===== config.mk =====
export PLATFORM = sky130hd
export DESIGN_NAME = clock_div_bank
export DESIGN_NICKNAME = d
export VERILOG_FILES = /design/src/rtl/clock_div_bank.sv
export SDC_FILE = /design/constraint.sdc
export NUM_CORES = 1
export LEC_CHECK = 0
export BUFFER_PORTS_ARGS = -buffer_cell sky130_fd_sc_hd__buf_4
export CORE_MARGIN = 3
export CORE_UTILIZATION = 56
export DETAILED_ROUTE_END_ITERATION = 8
export PLACE_DENSITY = 0.76
export SYNTH_ARGS = -nofsm -noshare
export SYNTH_HDL_FRONTEND = slang
export SYNTH_SLANG_ARGS = --single-unit

===== constraint.sdc =====
create_clock -name clk_in -period 1.86 [get_ports clk_in]
set_input_delay 0.279 -clock clk_in [delete_from_list [all_inputs] [get_ports clk_in]]
set_output_delay 0.279 -clock clk_in [all_outputs]
set_load 0.02 [all_outputs]

===== src/rtl/clock_div_bank.sv =====
// Bank of independent 50%-duty clock dividers with double-buffered divisors.
// Divisor writes park in pending_div and go active at a wrap, disable or sync.
module clock_div_bank #(
   parameter int          NUM_CH      = 4,
   parameter int          CNT_W       = 25,
   parameter int unsigned DEFAULT_DIV = 24_999_999
) (
   input  logic              clk_in,
   input  logic              rst_n,
   input  logic [NUM_CH-1:0] en,
   input  logic              sync,
   input  logic              wr_en,
   input  logic [3:0]        wr_ch,
   input  logic [CNT_W-1:0]  wr_div,
   output logic              wr_ack,
   output logic              wr_err,
   output logic [NUM_CH-1:0] clk_out,
   output logic [NUM_CH-1:0] tick,
   output logic [NUM_CH-1:0] pend
);

   localparam logic [CNT_W-1:0] DEF = CNT_W'(DEFAULT_DIV);

   logic wr_ok;
   assign wr_ok = ({28'd0, wr_ch} < 32'(NUM_CH));

   always_ff @(posedge clk_in or negedge rst_n) begin
      if (!rst_n) begin
         wr_ack <= 1'b0;
         wr_err <= 1'b0;
      end else begin
         wr_ack <= wr_en && wr_ok;
         wr_err <= wr_en && !wr_ok;
      end
   end

   for (genvar c = 0; c < NUM_CH; c++) begin : g_ch
      logic [CNT_W-1:0] cnt;
      logic [CNT_W-1:0] active_div;
      logic [CNT_W-1:0] pending_div;
      logic             pnd;
      logic             clk_q;
      logic             tick_q;
      logic             wrap;
      logic             hold;
      logic             wr_hit;

      assign wrap   = (cnt == active_div);
      assign hold   = sync || !en[c];
      assign wr_hit = wr_en && (wr_ch == 4'(c));

      always_ff @(posedge clk_in or negedge rst_n) begin
         if (!rst_n) begin
            cnt         <= '0;
            active_div  <= DEF;
            pending_div <= DEF;
            pnd         <= 1'b0;
            clk_q       <= 1'b0;
            tick_q      <= 1'b0;
         end else begin
            if (hold) begin
               cnt    <= '0;
               clk_q  <= 1'b0;
               tick_q <= 1'b0;
            end else if (wrap) begin
               cnt    <= '0;
               clk_q  <= ~clk_q;
               tick_q <= ~clk_q;
            end else begin
               cnt    <= cnt + 1'b1;
               tick_q <= 1'b0;
            end
            // transfer sees the pre-edge pending value; a same-cycle write re-arms it
            if ((hold || wrap) && pnd) begin
               active_div <= pending_div;
               pnd        <= 1'b0;
            end
            if (wr_hit) begin
               pending_div <= wr_div;
               pnd         <= 1'b1;
            end
         end
      end

      assign clk_out[c] = clk_q;
      assign tick[c]    = tick_q;
      assign pend[c]    = pnd;
   end

endmodule

==> impl.org <==
** Synthesis
- After synthesis, the share of flip-flops with an asynchronous set or reset is 100%.
- Synth Register Bits :: about 310
- The biggest area contributor in the post-synthesis netlist is sky130_fd_sc_hd__dfrtp_1.
- Most instantiated flip-flop cell in the synthesis netlist :: sky130_fd_sc_hd__dfrtp_1
- Ranked by total cell area, the synthesized netlist is headed by sky130_fd_sc_hd__dfrtp_1 (31%), sky130_fd_sc_hd__dfstp_2 (25%), sky130_fd_sc_hd__mux2_2 (12%), sky130_fd_sc_hd__xnor2_1 (8.2%), sky130_fd_sc_hd__mux2_4 (4.5%).
- After synthesis, flip-flops and latches occupy roughly 55% of the total area.
- Netlist Area Pre-Place :: ~14,000 um2
- Count of different cell masters after synthesis :: 41
- Count of warnings emitted by yosys :: 0
- Post-synth top area share :: a little under a third
- Post-synth EDFFs :: 0
- Synthesis handed over a netlist of about 1,100 instances.
- Syn Nets :: about 1,200
- Average cell area after synthesis :: between 10 and 15 um2

** Clock tree
- TritonCTS built the clock tree.
- After clock tree synthesis, the clock-pin slew on the worst setup and hold paths is 0.06 ns.
- Num Clock Sinks :: roughly 310
- Clock tree root driver cell :: sky130_fd_sc_hd__clkbuf_16
- The later pin in the worst-skew pair is clocked with a latency of 0.52 ns.
- # H-tree levels :: 2
- Maximum root-to-sink buffer count :: 3
- Number of buffers created by CTS :: 34

** Power
- Power density relative to cell area :: between 1000 and 1500 nW/um2
- Across the VDD grid, the largest voltage drop is roughly 0.00070 V.
- Total leakage power :: 7.72 nW
- Total chip power :: about 22 mW

** Routing
- Iter 0 DRT Violations :: 621
- In the final routed layout, each cell accounts on average for a little over 20 um.
- Number of detailed-routing iterations run before antenna repair :: 5
- DRC :: 0
- Total routed wirelength :: 34.5 mm
- Number of nets with antenna violations after routing :: 0
- In the routed layout, each cell is associated on average with a via count of approximately 5.5.
- Total via count in the routed design :: roughly 9,300

** Global route
- The first global-routing pass estimated 52.6 mm of wire.
- Initial antenna violation count :: 0
- The total overflow left after global routing is 0.
- Maximum number of pins on one net before global-route repair :: 62
- Number of global-route vias before repair :: 9,660
- Global routing consumed, over all layers together, between 20% and 30% of the routing resources.

** Run
- Number of max-cap violations :: 0

** Worst setup path
- Setup slack of the most critical reg-to-reg path :: -0.24 ns
- Along the worst path, the maximum fanout reaches 6.
- Crit path capture type :: flop
- The worst setup path is launched from a flop.
- Kind of critical path :: reg2reg
- At the worst endpoint, the arrival time is approximately 2.5 ns.
- Required time worst endpoint :: ~2.2 ns

** STA
- Hold violation count in the final report :: 0
- At the pin with the least slew margin, the transition time is 0.515 ns.
- Finish-stage setup viols :: 207
- Clock period minus worst slack :: about 2.1 ns
- Worst slew margin :: roughly two thirds
- Crit path setup slack, layout :: -0.240 ns
- Setup repair after global routing could not meet its margin everywhere.
- Worst Clk Skew :: ~0.027 ns
- Aggregate negative setup slack :: -26.45 ns
- The final count of pins violating max slew was 0.
- Upper clock frequency limit :: ~480 MHz
- In the finished design, the share of the clock period the worst path needs comes to 113%.
- Final Hold Slack :: 0.0243 ns

** Placement
- The count of buffers added on input and output ports is 50.
- After detailed placement, the total cell area comes to 16,200 um2.
- Counting tap cells, the placed design contains a total of approximately 1,600 instances.
- HPWL after detailed placement :: about 22 mm
- Prior to clock tree synthesis, the placed netlist has a worst setup slack of -0.176 ns.
- Gp weighted congestion :: 0.855

** Final layout
- Layout Utilization :: 73.4%
- The area growth from synthesis to layout is 28.3%.
- The multi-input combinational cells in the finished layout cover a total of 6790 um2.
- Counting the fill cells in the layout gives between 1,000 and 1,500.
- For this run, the post-layout net count is about 1,400.
- Once layout is complete, the cells apart from fillers number between 1,500 and 2,000.
- Sequential cell area :: 8030 um2
- Count of inserted antenna diode cells :: 0
- Non-Filler Cell Area, Final :: 18,600 um2
- The post-route netlist has between 50 and 60% of its cells at a drive strength greater than 1.

** Floorplan
- Initial Utilization :: between 50% and 60%
- In this run the count of I/O pins placed on the die edge is between 50 and 60.
- The die is 167 um tall.
- From left edge to right edge, the die measures ~170 um.
- The floorplan step defined a die boundary enclosing 27,800 um2.
- Total number of placement rows :: 58
- In this run the standard cell core region covers ~25,000 um2.

** Status
- Status :: complete, but fails checks
- The final reports fail on setup timing.

** Min path
- The tightest min-delay check is of the in2reg type.
[registers in the layout (all words and copies together), names as in the netlist]
name	count
g_ch.pnd	4
wr_ack	1
g_ch.cnt	100
g_ch.pending_div	100
g_ch.active_div	100
wr_err	1
g_ch.tick_q	4
g_ch.clk_q	4
[cell usage in the layout (no fill, tap or decap), types with 5 or more instances in the layout]
cell type	netlist	final
sky130_fd_sc_hd__inv_1	22	22
sky130_fd_sc_hd__nor3_1	21	16
sky130_fd_sc_hd__xnor2_2	0	8
sky130_fd_sc_hd__dfstp_2	136	136
sky130_fd_sc_hd__nand2_1	34	34
sky130_fd_sc_hd__mux2_2	157	154
sky130_fd_sc_hd__mux2_4	43	50
sky130_fd_sc_hd__nor2_4	0	54
sky130_fd_sc_hd__nor2_2	0	40
sky130_fd_sc_hd__xnor2_1	136	128
sky130_fd_sc_hd__xor2_1	55	54
sky130_fd_sc_hd__nor2_1	130	36
sky130_fd_sc_hd__dfrtp_1	178	178
sky130_fd_sc_hd__nor4_1	14	10
sky130_fd_sc_hd__buf_6	9	16
sky130_fd_sc_hd__clkbuf_8	0	7
sky130_fd_sc_hd__clkinv_2	0	5
sky130_fd_sc_hd__nand3_1	44	40
sky130_fd_sc_hd__buf_12	0	15
sky130_fd_sc_hd__and3_1	12	12
sky130_fd_sc_hd__nand4_1	40	40
sky130_fd_sc_hd__buf_4	12	166
sky130_fd_sc_hd__clkbuf_16	0	45
sky130_fd_sc_hd__and4_1	8	8
[cell usage after synthesis, types with 12 or more instances]
cell	number
sky130_fd_sc_hd__xor2_1	55
sky130_fd_sc_hd__buf_2	21
sky130_fd_sc_hd__dfrtp_1	178
sky130_fd_sc_hd__nor4_1	14
sky130_fd_sc_hd__nor3_1	21
sky130_fd_sc_hd__nor2_1	130
sky130_fd_sc_hd__nand3_1	44
sky130_fd_sc_hd__mux2_4	43
sky130_fd_sc_hd__nand2_1	34
sky130_fd_sc_hd__buf_4	12
sky130_fd_sc_hd__dfstp_2	136
sky130_fd_sc_hd__inv_1	22
sky130_fd_sc_hd__and3_1	12
sky130_fd_sc_hd__mux2_2	157
sky130_fd_sc_hd__nand4_1	40
sky130_fd_sc_hd__xnor2_1	136
[final timing paths]
check	start	cells past startpoint	to
hold / removal	wr_ch[0]	2	g_ch[2].pnd
hold reg to reg	g_ch[2].clk_q	1	g_ch[2].tick_q
max in group asynchronous	rst_n	3	g_ch[1].active_div[12]
setup reg to reg	g_ch[0].active_div[2]	6	g_ch[0].active_div[7]
min in group asynchronous	rst_n	2	g_ch[1].cnt[15]
setup / recovery	g_ch[0].active_div[2]	6	g_ch[0].active_div[7]
[critical path, cell delays in order (launching register included)]
cell and delay [ns]:
sky130_fd_sc_hd__dfstp_2 0.55, sky130_fd_sc_hd__xnor2_2 0.11, sky130_fd_sc_hd__nand4_1 0.16, sky130_fd_sc_hd__nor4_4 0.42, sky130_fd_sc_hd__a41oi_4 0.24, sky130_fd_sc_hd__buf_6 0.20, sky130_fd_sc_hd__mux2_4 0.30
[report_power, final]
group	total [mW]	switching [mW]	leakage, nW	internal (mW)
sequential	10.1	1.14	3.82	8.98
combinational	4.28	1.78	3.30	2.50
clock	7.33	2.79	0.611	4.54
total	21.7	5.71	7.72	16.0
[repair_timing]
item                                    CTS  global route
gates resized for setup                  35           176
gates cloned                              4             9
hold buffers                              3             0
pin swaps                                28            71
endpoints found under the hold margin    34             0
buffers inserted                          8             6
endpoints found under the setup margin  205           210
[routing by layer]
metal | track usage [%] | vias to the layer above | wire [um]
met3 | 3.28 | 58 | 994
met2 | 39.7 | 162 | 17400
met1 | 32.3 | 4829 | 15100
met5 | 0 | - | 0
met4 | 7.17 | 0 | 985
li1 | - | 4245 | -
[cell type report]
cell class,count,area share [%]
sequential,314,43.2
multi-input combinational,740,36.6
timing repair buffer,212,10.9
clock buffer,48,5.70
tap,330,2.22
clock inverter,13,0.949
inverter,22,0.444
[logic make-up (layout without fill, tap and decap cells)]
kind of cell / Yosys count / in the layout / share of synthesized area (%)
DFF: 314 / 314 / 55.4
buffers and inverters: 77 / 295 / 2.97
adders and majority gates: 4 / 4 / 0.346
and+or+nand+nor: 326 / 326 / 11.4
AOI/OAI and AO/OA: 15 / 15 / 1.32
muxes: 204 / 204 / 17.0
xor gates and xnor gates: 191 / 191 / 11.6
(Power assumes the default switching activity.)
